`config.mk`:
```
export PLATFORM = sky130hd
export DESIGN_NAME = clk_div_sched
export DESIGN_NICKNAME = d
export VERILOG_FILES = /design/src/rtl/clk_div_sched.sv
export SDC_FILE = /design/constraint.sdc
export NUM_CORES = 1
export LEC_CHECK = 0
export BUFFER_PORTS_ARGS = -buffer_cell sky130_fd_sc_hd__buf_2
export CAP_MARGIN = 20
export CORE_MARGIN = 1
export CORE_UTILIZATION = 52
export DETAILED_ROUTE_END_ITERATION = 16
export PLACE_DENSITY = 0.87
export SYNTH_ARGS = -nofsm -noshare
export SYNTH_HDL_FRONTEND = slang
export SYNTH_SLANG_ARGS = --single-unit
```
`constraint.sdc`:
```
create_clock -name clock -period 2.76 [get_ports clock]
set_input_delay 0.828 -clock clock [delete_from_list [all_inputs] [get_ports clock]]
set_output_delay 0.828 -clock clock [all_outputs]
set_load 0.03 [all_outputs]
```
`src/rtl/clk_div_sched.sv`:
```
// Round-robin scheduler for the shared baseband clock divider: grants one requester
// at a time, loads its ratio, confirms div_out toggles, and enforces a guard gap between owners.
module clk_div_sched #(
    parameter int unsigned NREQ    = 2,
    parameter int unsigned RW      = 9,
    parameter int unsigned TIMEOUT = 1023,
    parameter int unsigned GUARD   = 4
) (
    input  logic                 clock,
    input  logic                 reset,
    input  logic [NREQ-1:0]      req,
    input  logic [NREQ*RW-1:0]   req_ratio,
    output logic [NREQ-1:0]      grant,
    output logic                 locked,
    output logic                 err_timeout,
    output logic                 div_enable,
    output logic [RW-1:0]        div_ratio,
    input  logic                 div_out
);

    localparam int unsigned IW         = (NREQ > 1) ? $clog2(NREQ) : 1;
    localparam int unsigned CMAX       = (TIMEOUT > GUARD) ? TIMEOUT : GUARD;
    localparam int unsigned CW         = $clog2(CMAX + 1);
    localparam int unsigned TO_LAST    = (TIMEOUT > 0) ? TIMEOUT - 1 : 0;
    localparam int unsigned GUARD_LAST = (GUARD > 0) ? GUARD - 1 : 0;

    typedef enum logic [2:0] {IDLE, LOAD, START, RUN, STOP} state_t;

    state_t          state;
    logic [IW-1:0]   rr_ptr;
    logic [IW-1:0]   owner;
    logic [CW-1:0]   cnt;
    logic            div_sample;

    logic            win_valid_c;
    logic [IW-1:0]   win_idx_c;
    logic [IW-1:0]   next_ptr_c;
    logic            owner_req_c;
    logic            toggled_c;
    logic            timeout_c;
    logic            go_stop_c;

    // First set request at or above rr_ptr, wrapping; lowest offset is assigned last and wins.
    always_comb begin
        win_valid_c = 1'b0;
        win_idx_c   = '0;
        for (int k = int'(NREQ) - 1; k >= 0; k--) begin
            if (req[(int'(rr_ptr) + k) % int'(NREQ)]) begin
                win_valid_c = 1'b1;
                win_idx_c   = IW'((int'(rr_ptr) + k) % int'(NREQ));
            end
        end
    end

    assign next_ptr_c  = (int'(owner) == int'(NREQ) - 1) ? '0 : owner + IW'(1);
    assign owner_req_c = req[owner];
    assign toggled_c   = (div_out != div_sample);
    assign timeout_c   = (cnt >= CW'(TO_LAST));

    // Owner release beats both lock detection and timeout.
    assign go_stop_c = (((state == START) || (state == RUN)) && !owner_req_c)
                     || ((state == START) && !toggled_c && timeout_c);

    always_ff @(posedge clock) begin
        if (reset) begin
            state       <= IDLE;
            grant       <= '0;
            locked      <= 1'b0;
            err_timeout <= 1'b0;
            div_enable  <= 1'b0;
            div_ratio   <= '0;
            rr_ptr      <= '0;
            owner       <= '0;
            cnt         <= '0;
            div_sample  <= 1'b0;
        end else begin
            err_timeout <= 1'b0;
            unique case (state)
                IDLE: begin
                    div_enable <= 1'b0;
                    if (win_valid_c) begin
                        owner <= win_idx_c;
                        state <= LOAD;
                    end
                end
                LOAD: begin
                    div_ratio  <= req_ratio[int'(owner) * RW +: RW];
                    grant      <= NREQ'(1) << owner;
                    cnt        <= '0;
                    div_sample <= div_out;
                    div_enable <= 1'b1;
                    state      <= START;
                end
                START: begin
                    if (cnt != CW'(CMAX)) cnt <= cnt + CW'(1);
                    if (owner_req_c && toggled_c) begin
                        locked <= 1'b1;
                        state  <= RUN;
                    end else if (owner_req_c && timeout_c) begin
                        err_timeout <= 1'b1;
                    end
                end
                RUN: begin
                end
                STOP: begin
                    if (cnt >= CW'(GUARD_LAST)) state <= IDLE;
                    else                        cnt   <= cnt + CW'(1);
                end
                default: state <= IDLE;
            endcase
            // Leaving an ownership: disable divider, drop grant, advance the pointer, start guard.
            if (go_stop_c) begin
                div_enable <= 1'b0;
                locked     <= 1'b0;
                grant      <= '0;
                rr_ptr     <= next_ptr_c;
                cnt        <= '0;
                state      <= STOP;
            end
        end
    end

endmodule

```
### Word-level counts from Yosys, hierarchy flattened

Index checks and enable logic that the tools add are counted.
W data, S select, Z words.

| operators by class | value |
|---|---|
| reduce and logical (&&, ||, !) cells | 19 |
| eq/ne operators | 15 |
| shift-type cells | 2 |
| bitwise logic cells | 3 |
| multiplexer cells | 22 |
| magnitude comparators | 5 |
| multiply operators | 1 |
| add/subtract/negate cells | 3 |
| divide/modulo/power cells | 0 |

Operator list:

| operator | count |
|---|---|
| $pmux W10 S3 | 1 |
| $mux W10 | 2 |
| $shiftx A18 B6 Y9 | 1 |
| $pmux W3 S5 | 1 |
| $mux W1 | 13 |
| $mux W3 | 4 |
| $add A10 B1 Y10 const B | 1 |
| $ge A10 B10 Y1 const B | 1 |
| $ge A10 B2 Y1 const B | 1 |
| $ne A10 B10 Y1 const B | 1 |
| $ne A2 B2 Y1 const B | 4 |
| $reduce_and A4 Y1 | 2 |
| $eq A3 B2 Y1 const B | 2 |
| $ne A3 B3 Y1 const B | 2 |
| $logic_and A1 B1 Y1 | 5 |
| $mul A1 B4 Y5 const B | 1 |
| $lt A1 B2 Y1 const B | 2 |
| $ne A2 B1 Y1 const B | 2 |
| $reduce_and A2 Y1 | 2 |
| $eq A3 B1 Y1 const B | 1 |
| $eq A3 B3 Y1 const B | 1 |
| $logic_not A3 Y1 | 1 |
| $lt A2 B3 Y1 const B | 1 |
| $ne A3 B2 Y1 const B | 1 |
| other kinds (13) | 17 |

| word-level totals | value |
|---|---|
| memories | 0 |
| word-level logic and storage cells | 81 |
| latch bits | 0 |
| input port bits | 23 |
| register bits after elaboration | 30 |
| memory bits (read-only) | 0 |
| output and inout port bits | 14 |
| memory bits (writable) | 0 |

### Logic depth before layout (Yosys ltp)

Gate-level depths: netlist of the first run.

| logic depth | value |
|---|---|
| word-level depth | 10 |
| mapped depth | 7 |
| depth with buffers taken out | 6 |

### Least setup slack after synthesis of the first run

Ideal clock, no wire load.

| timing path | value |
|---|---|
| kind | register to register |
| start point | register cnt[1] |
| end point | register cnt[6] |
| path slack | 0.724 ns |
| setup time | 0.066 ns |
| path buffers | 0 |
| arrival | 1.970 ns |
| stages on the path, launching flop included | 7 |
| required time | 2.694 ns |
| clock period less this slack | 2.036 ns |
| path through | dfxtp_1 -> ha_1 -> or4_4 -> nor4_4 -> nor2_1 -> or3_1 -> a21oi_2 |

| between the ends | value |
|---|---|
| cells in the longest elaborated chain, start to end | 4 |
| elaborated cells between the ends (all ways) | 13 |
| those cells by class | add/sub (1); order compare (2); eq/ne (3); mux (3); reduce/logical (4) |

RTL lines:

| item | line | source |
|---|---|---|
| start: declaration | 32 | `logic [CW-1:0] cnt;` |
| start signal: assignment | 95 | `if (cnt != CW'(CMAX)) cnt <= cnt + CW'(1);` |
| start signal: assignment | 107 | `else cnt <= cnt + CW'(1);` |
| parallel branches: the longest is 4 deep, another holds $add A10 B1 Y10 | - |  |

Parallel ways; which one is timed is not known. The select of a mux whose other input is x is not followed.
A chain may end at the register's enable or synchronous reset.

### Final worst setup path of the first run

| timing path | value |
|---|---|
| start point | register state[1] |
| end point | register cnt[5] |

| between the ends | value |
|---|---|
| cells in the longest elaborated chain, start to end | 5 |
| elaborated cells between the ends (all ways) | 15 |
| those cells by class | eq/ne (6); mux (1); reduce/logical (8) |

RTL lines:

| item | line | source |
|---|---|---|
| start: declaration | 29 | `state_t state;` |
| start signal: assignment | 66 | `state <= IDLE;` |
| start signal: assignment | 83 | `state <= LOAD;` |
| start signal: assignment | 92 | `state <= START;` |
| $eq A3 B2 Y1 (on tied branches) | 61, 62, 78 |  |
| $logic_or A1 B1 Y1 or $logic_and A1 B1 Y1 (tied branches) | 61, 62 |  |
| $logic_and A1 B1 Y1 (on tied branches) | 61, 62 |  |
| $logic_or A1 B1 Y1 | 62 | `\|\| ((state == START) && !toggled_c && timeout_c);` |
| $reduce_or A2 Y1 (no source line) | - |  |

Parallel ways exist; a longest one is shown, timed or not.

==> results.toml, run 1 <==
[run_status]
status = "finished clean"

[grt]
grt_max_degree = 22
antenna_found_initial = 0
track_usage_pct = 22.87
overflow = 0
grt_pass1_vias = 1318
grt_pass1_wl_mm = 5.554

[sta]
slew_headroom_pct = 54.91
min_period_ps = 2239
grt_setup_unrepaired = "no"
fin_worst_skew_ps = 2.815
fmax_ghz = 0.4467
setup_viol = 0
post-route-period-util_pct = 81.12
hold_viol = 0
setup_tns_ps = 0
worst_slew_pin_slew_ps = 676.3
slew_viol_final = 0
fin_ws_ps = 521.2

[detailed_routing]
drc = 0
wl_mm = 3.169
drt_pass1_iterations = 4
num_vias = 1393
ant_nets = 0
avgViaCountPerCell = 5.853
wl_per_cell_um = 13.32
drt-initial-drc-count = 69

[critical_path]
critPathMaxFanout = 11
endpoint = "cnt[5]"
rrSetupSlack_ps = 520
end_kind = "flip-flop"
r2r_end = "cnt[5]"
reg2regPathDepth = 5
criticalPathCategory = "reg2reg"
cp-start-kind = "flip-flop"
cp.arrival_ps = 2470
setup.worst_path.start = "state[1]"
reg2reg_from = "state[1]"
required_ps = 3000

[power_and_ir_drop]
cellPowerDensity_nw_per_um2 = 653.1
p_leak_nw = 0.7058
ir_worst_vdd_mv = 0.4543
p_total_mw = 1.153

[floorplan]
ios = 37
row_count = 19
die_x_um = 56.12
die_h_um = 56.12
core_um2 = 2758
die_area_um2 = 3149
initial_utilization_pct = 55.22

[yosys]
yosysSeqAreaShare_pct = 39.44
synth_ff_type = "dfxtp_1"
syn_nets = 197
yosys.area.top_type_share_pct = 39.44
ys_ff_latch = 30
synthArstFlopShare_pct = 0
yosys.cell_count.top_type = "dfxtp_1"
netlist_area_um2 = 1523
synth_cell_types = 44
yosys-top-cells-area = "dfxtp_1, mux2i_1, nor2_1"
synth.avg_cell_area_um2 = 8.853
synth_edf_count = 0
synth_commonest_cells = "dfxtp_1, nor2_1, a211oi_1, mux2i_1"
yosysTopAreaCell = "dfxtp_1"
ys_warn_count = 0
synth_cells = 172

[clock_network]
ctsRootBufferMaster = "clkbuf_4"
cts.repair.resized = 0
clkSlewWorstSetupHoldPaths_ps = 90
postCtsHoldBufs = 0
cts_tree = "built"
numCtsBuffers = 5
insertion_delay_ps = 330
clock_sinks = 30
postCtsSetupBuffers = 0
cts_buffer_depth = 2
ctsHtreeMaxLevel = 2

[final_layout]
nets = 231
antenna_cells = 0
syn_to_final_growth_pct = 15.94
drive_gt1_share_pct = 26.57

[placement]
numPortBuffers = 36
place.gp.congestion = 0.8440
hpwl_mm = 2.353
place_ws_ps = 345.1

[worst_hold_path]
hold_path_class = "reg2reg"

[job]
max-cap-violations = 0
## registers in the layout, summed over array words and instances, names as in the netlist
signal,cells
locked,1
grant,2
div_ratio,9
rr_ptr,1
div_sample,1
err_timeout,1
cnt,10
owner,1
state,3
div_enable,1
## per-stage QoR
stage,util [%],hold slack (ps),cell area (um^2),std cells
final,64.02,476.3,1765,238
after global routing,64.02,504.2,1765,238
after CTS,64.02,479.0,1765,238
after detailed placement,61.84,462.6,1705,230
after global placement,61.84,451.0,1705,230
after floorplan,-,448.1,1523,172
## cell families after synthesis
family          Yosys count  share of synthesized area, %
mux                      10                         6.574
flops                    30                         39.44
compound gates           44                         21.28
buf+inv                  13                         3.615
xor+xnor                  5                         2.876
simple gates             68                         24.57
fa+ha+maj                 2                         1.643
## routing by layer
layer  up-vias  part of all wire [%]  track usage, %  wire [um]
met2        46                    47           37.76       1492
met5         -                     0               0          0
li1        701                     -               -          -
met4         0                   1.8           11.50         57
met1       640                    45           26.52       1412
met3         6                   6.5           7.209        206
## worst min path at each step
stage	startpoint	end	slack, ps	depth (start not counted)
final	div_enable	div_enable	480	2
after global routing	grant[1]	grant[1]	500	2
after CTS	div_enable	div_enable	480	2
after detailed placement	grant[1]	grant[1]	460	2
after global placement	grant[1]	grant[1]	450	2
after floorplan	div_sample	div_sample	450	2
## layout make-up
cell class	count	area (um^2)
Clock inverter	1	5.005
Sequential cell	30	600.6
Fill cell	241	992.2
Clock buffer	7	55.05
Multi-Input combinational cell	129	867.1
Timing Repair Buffer	37	187.7
Inverter	3	11.26
Tap cell	31	38.79
## power breakdown
| group | total, mW | switching (mW) | internal [mW] |
|---|---|---|---|
| Combinational | 0.357 | 0.230 | 0.127 |
| Clock | 0.271 | 0.147 | 0.123 |
| Sequential | 0.525 | 0.0424 | 0.483 |
| Total | 1.15 | 0.420 | 0.733 |
## critical path: stages, from the launching register on
cell and delay (ps):
dfxtp_1 560, and4bb_2 340, nand3_1 130, o31ai_2 550
nand2b_1 360, o21ba_2 200
## cells in the final DEF (no fill, tap or decap), types with 2 or more instances in the layout
master,Yosys,layout
xor2_1,5,5
nand3_1,4,4
inv_1,3,3
mux2i_1,10,10
o2111ai_1,4,4
o21ai_0,7,7
a21oi_1,9,9
o21a_1,3,3
and3_1,2,2
ha_1,2,2
nand2b_1,6,6
dfxtp_1,30,30
nand2_1,9,9
or3_1,4,4
and2_1,2,2
a211oi_1,10,10
clkbuf_4,0,5
nor3_1,5,5
nor2_1,23,23
buf_2,2,36
nand4_1,3,3
Note: power is estimated with default switching activity, not from simulation.
==> run 2: changes to the inputs <==
Settings changed: CORE_UTILIZATION 52 to 47, PLACE_DENSITY 0.87 to 0.83.
Clock period 2.76 ns to 1.9 ns, I/O delays scaled along.
==> run 2 against run 1 <==
The run now ends with negative setup slack left. Final cell count grew 14%. Clock skew grew 4.2 ps. Worst hold slack lost 6.7 ps. Sequential share of layout area shrank 3.6 points. Sequential power grew 40%. Global-route usage shrank 1.3 points. Critical path depth grew 1. Clock power grew 82%.
==> results.toml, run 2 (synthesis gave the netlist of run 1 again) <==
[grt]
track_usage_pct = 21.61
overflow = 0
grt_max_degree = 22
antenna_found_initial = 0
grt_pass1_vias = 1338
grt_pass1_wl_mm = 5.720

[detailed_routing]
num_vias = 1470
drt-initial-drc-count = 36
wl_mm = 3.462
avgViaCountPerCell = 5.424
ant_nets = 0
wl_per_cell_um = 12.77
drt_pass1_iterations = 4
drc = 0

[job]
max-cap-violations = 0

[final_layout]
largest_register = "cnt"
syn_to_final_growth_pct = 30.90
reg_top3 = "cnt x10, div_ratio x9, state x3"
final_cell_mix = "buf_2, dfxtp_1, nor2_1"
nets = 251
antenna_cells = 0
drive_gt1_share_pct = 37.44
largest_reg_flops = 10
layout_commonest_cell = "buf_2"

[critical_path]
cp.arrival_ps = 2180
cp-start-kind = "flip-flop"
required_ps = 2160
crit_chain = "or4b_4 > nor4_4 > buf_4 > o211ai_4 > or3_1 > a21oi_1"
reg2reg_from = "cnt[9]"
end_kind = "flip-flop"
criticalPathCategory = "reg2reg"
cpPeakStageDelay_ps = 560
critPathMaxFanout = 7
setup.worst_path.start = "cnt[9]"
slowest_stage = "or4b_4"

[floorplan]
core_um2 = 3053
die_x_um = 58.92
die_h_um = 58.92
ios = 37
initial_utilization_pct = 49.88
row_count = 20
die_area_um2 = 3472

[sta]
slew_viol_final = 0
hold_viol = 0
min_period_ps = 1922
slew_headroom_pct = 71.69
grt_setup_unrepaired = "yes"
setup_viol = 2
fmax_ghz = 0.5202
setup_tns_ps = -30.05
worst_slew_pin_slew_ps = 424.7
fin_ws_ps = -22.48
fin_worst_skew_ps = 6.988
post-route-period-util_pct = 101.2

[placement]
hpwl_mm = 2.631
place.gp.congestion = 0.8425
numPortBuffers = 36

[power_and_ir_drop]
sequentialPowerShare_pct = 39.8
clkPwrFrac_pct = 26.6
switching_share_pct = 34.17
p_int_mw = 1.219
p_leak_nw = 0.8146
ir_worst_vdd_mv = 0.6218
p_comb_share_pct = 33.6
p_total_mw = 1.852
cellPowerDensity_nw_per_um2 = 929.2
p_switching_mw = 0.6329

[clock_network]
ctsRootBufferMaster = "clkbuf_4"
clock_sinks = 30
ctsHtreeMaxLevel = 2
clkSlewWorstSetupHoldPaths_ps = 100
numCtsBuffers = 5
cts_tree = "built"
cts_buffer_depth = 2
insertion_delay_ps = 320

[run_status]
failed_checks = "negative setup slack"
status = "finished with violations"

[worst_hold_path]
min_from = "grant[1]"
hold_path_class = "reg2reg"
run 2: cell type report:
class,count,area (um^2)
well taps,44,55.05
repair buffers,57,337.8
flip-flops and latches,30,605.6
inverters,3,11.26
multi-input cells,129,908.4
clock inverters,1,30.03
clock buffers,7,45.04
fillers,284,1060
run 2: power groups by stage:
stage          registers, mW  logic, mW  clock network (mW)
3_3_place_gp           0.750      0.591                   0
4_1_cts                0.738      0.612               0.506
3_5_place_dp           0.751      0.605                   0
2_1_floorplan          0.850      0.320                   0
5_1_grt                0.747      0.679               0.531
6_report               0.737      0.622               0.493
run 2: per-layer routing:
metal  vias up  GRT usage [%]  share of wire, %
li1        738              -                 -
met1       679          26.60                45
met2        43          35.71                49
met3        10          5.495               3.6
met4         0          9.184               2.0
met5         -              0                 0
run 2: path summary, 6_finish.rpt:
| path | to | slack [ps] | depth (start not counted) |
|---|---|---|---|
| worst max-delay path | cnt[3] | -20 | 6 |
| worst min-delay path | grant[1] | 470 | 2 |
| worst max register to register | cnt[3] | -20 | 6 |
| worst min register to register | grant[1] | 470 | 2 |
run 2: per-stage QoR:
step / setup slack (ps) / cell area [um^2] / cells / util, % / hold slack, ps
2_1_floorplan: -121.2 / 1540 / 172 / - / 448.1
3_3_place_gp: -52.87 / 1874 / 261 / 61.39 / 448.6
3_5_place_dp: -96.55 / 1874 / 261 / 61.39 / 451.1
4_1_cts: -49.85 / 1957 / 270 / 64.10 / 469.8
5_1_grt: -98.20 / 1993 / 271 / 65.29 / 478.1
6_report: -22.48 / 1993 / 271 / 65.29 / 469.6
run 2: critical path, delay by kind of cell (launching register included):
kind                   cells  cell delay [ps]
AND/OR/NAND/NOR            3             1130
flip-flops                 1              340
AO/OA/AOI/OAI              2              220
buffers and inverters      1              170
run 2: timing repair:
| item | 4_1_cts | 5_1_grt |
|---|---|---|
| resized for setup | 0 | 7 |
| pin swaps | 1 | 7 |
| hold buffers | 0 | 0 |
| setup buffers | 1 | 1 |
| endpoints found under the setup margin | 10 | 10 |
==> run 3: changes to the inputs <==
Settings changed: CELL_PAD_IN_SITES_DETAIL_PLACEMENT set to 1, CELL_PAD_IN_SITES_GLOBAL_PLACEMENT set to 1, CORE_UTILIZATION 47 to 35.
==> run 3 against run 2 <==
The flow still finishes with violations (negative setup slack). Core utilization down 16 points. Combinational power rose by 6.6%. Count of clock-buffer cells in the layout is 2 lower. Sequential power rose by 1%. Power is 2.3% higher. First-iteration DRC count grew 11%. Wire length grew 21%. Worst hold slack worse by 9.1 ps. Sequential cell count did not move. Sequential share of layout area shrank 0.67 points. Worst setup slack worse by 77 ps. Register-to-register slack got worse by 80 ps. Largest cell class unchanged. Highest routed layer unchanged.
==> results.toml, run 3 (synthesis gave the netlist of run 1 again) <==
[critical_path]
cp-start-kind = "flip-flop"
end_kind = "flip-flop"
cp.arrival_ps = 2210
criticalPathCategory = "reg2reg"
critPathMaxFanout = 6
required_ps = 2110

[sta]
setup_tns_ps = -376.7
min_period_ps = 1999
fmax_ghz = 0.5002
fin_ws_ps = -99.16
slew_headroom_pct = 70.33
worst_slew_pin_slew_ps = 445.0
slew_viol_final = 0
hold_viol = 0
setup_viol = 8
fin_worst_skew_ps = 3.116
post-route-period-util_pct = 105.2
grt_setup_unrepaired = "yes"

[final_layout]
final_cell_mix = "buf_2, dfxtp_1, nor2_1, buf_4"
largest_register = "cnt"
antenna_cells = 0
drive_gt1_share_pct = 38.77
nets = 252
postLayoutCoreUtil_pct = 49.66
syn_to_final_growth_pct = 33.28
largest_reg_flops = 10
reg_top3 = "cnt x10, div_ratio x9, state x3"
final_area_um2 = 2029
layout_commonest_cell = "buf_2"

[grt]
antenna_found_initial = 0
grt_pass1_vias = 1493
overflow = 0
grt_pass1_wl_mm = 6.879
grt_max_degree = 22
track_usage_pct = 20.54

[power_and_ir_drop]
p_total_mw = 1.894
ir_worst_vdd_mv = 0.5241
p_leak_nw = 0.8263
cellPowerDensity_nw_per_um2 = 933.5

[floorplan]
ios = 37
row_count = 23
core_um2 = 4086
die_h_um = 67.96
die_area_um2 = 4619
die_x_um = 67.96
initial_utilization_pct = 37.26

[clock_network]
cts_tree = "built"
cts_buffer_depth = 2
postCtsHoldBufs = 0
clock_sinks = 30
numCtsBuffers = 5
ctsHtreeMaxLevel = 2
insertion_delay_ps = 290
ctsRootBufferMaster = "clkbuf_8"
clkSlewWorstSetupHoldPaths_ps = 60

[detailed_routing]
drt-initial-drc-count = 40
wl_per_cell_um = 15.17
drt_pass1_iterations = 4
wl_mm = 4.203
num_vias = 1449
highest_layer = "met4"
wl_met2_mm = 2.105
wl_met3_um = 214
wirelength_met1_mm = 1.829
ant_nets = 0
drc = 0
avgViaCountPerCell = 5.231

[placement]
place_ws_ps = -123.4
numPortBuffers = 36
hpwl_mm = 3.019
place.gp.congestion = 0.7957
placed_area_um2 = 1874

[run_status]
failed_checks = "negative setup slack"
status = "finished with violations"

[worst_hold_path]
hold_path_class = "reg2reg"

[job]
max-cap-violations = 0
[run 3: changes by cell type in the layout (fill, tap and decap cells not counted), sizes merged]
| cell | delta |
|---|---|
| clkinv | +2 |
| clkbuf | -2 |
| buf | +1 |
| bufinv | -1 |
[run 3: power by group]
part	total (mW)	switching [mW]	internal, mW	leakage [nW]
Clock	0.486	0.241	0.245	0.0438
Sequential	0.746	0.0424	0.703	0.245
Combinational	0.663	0.409	0.254	0.537
Total	1.89	0.692	1.20	0.826
[run 3: metrics by stage]
| stage | cells | hold slack (ps) |
|---|---|---|
| after floorplan | 172 | 448.1 |
| after global placement | 266 | 446.1 |
| after detailed placement | 266 | 450.4 |
| after CTS | 275 | 461.3 |
| after global routing | 277 | 508.7 |
| final | 277 | 460.5 |
[run 3: metal layers]
metal | global-route usage, % | up-vias
met4 | 7.031 | 0
met5 | 0 | -
met2 | 34.68 | 30
li1 | - | 737
met1 | 23.25 | 675
met3 | 8.167 | 7
[run 3: path summary, 6_finish.rpt]
| check | slack [ps] | depth (start not counted) | to | startpoint |
|---|---|---|---|---|
| max | -100 | 6 | cnt[1] | cnt[1] |
| min | 460 | 2 | grant[1] | grant[1] |
| max reg2reg | -100 | 6 | cnt[1] | cnt[1] |
| min reg2reg | 460 | 2 | grant[1] | grant[1] |
[run 3: layout make-up]
| cell class | count | area (um^2) |
|---|---|---|
| multi-input combinational | 129 | 928.4 |
| tap | 50 | 62.56 |
| sequential | 30 | 603.1 |
| fill | 492 | 2057 |
| clock buffer | 5 | 68.82 |
| timing repair buffer | 58 | 345.3 |
| clock inverter | 2 | 10.01 |
| inverter | 3 | 11.26 |
[run 3: critical path: stages (launching register included)]
cell      delay, ps
dfxtp_2         340
ha_4            150
or4_4           430
nor4_4          360
o211ai_4        140
or3_4           360
a21oi_2         140
[run 3: timing repair]
item,in CTS,in global routing
setup endpoints to repair,10,10
gates cloned,0,0
setup buffers,2,2
pin swaps,4,5
gates resized for setup,5,6
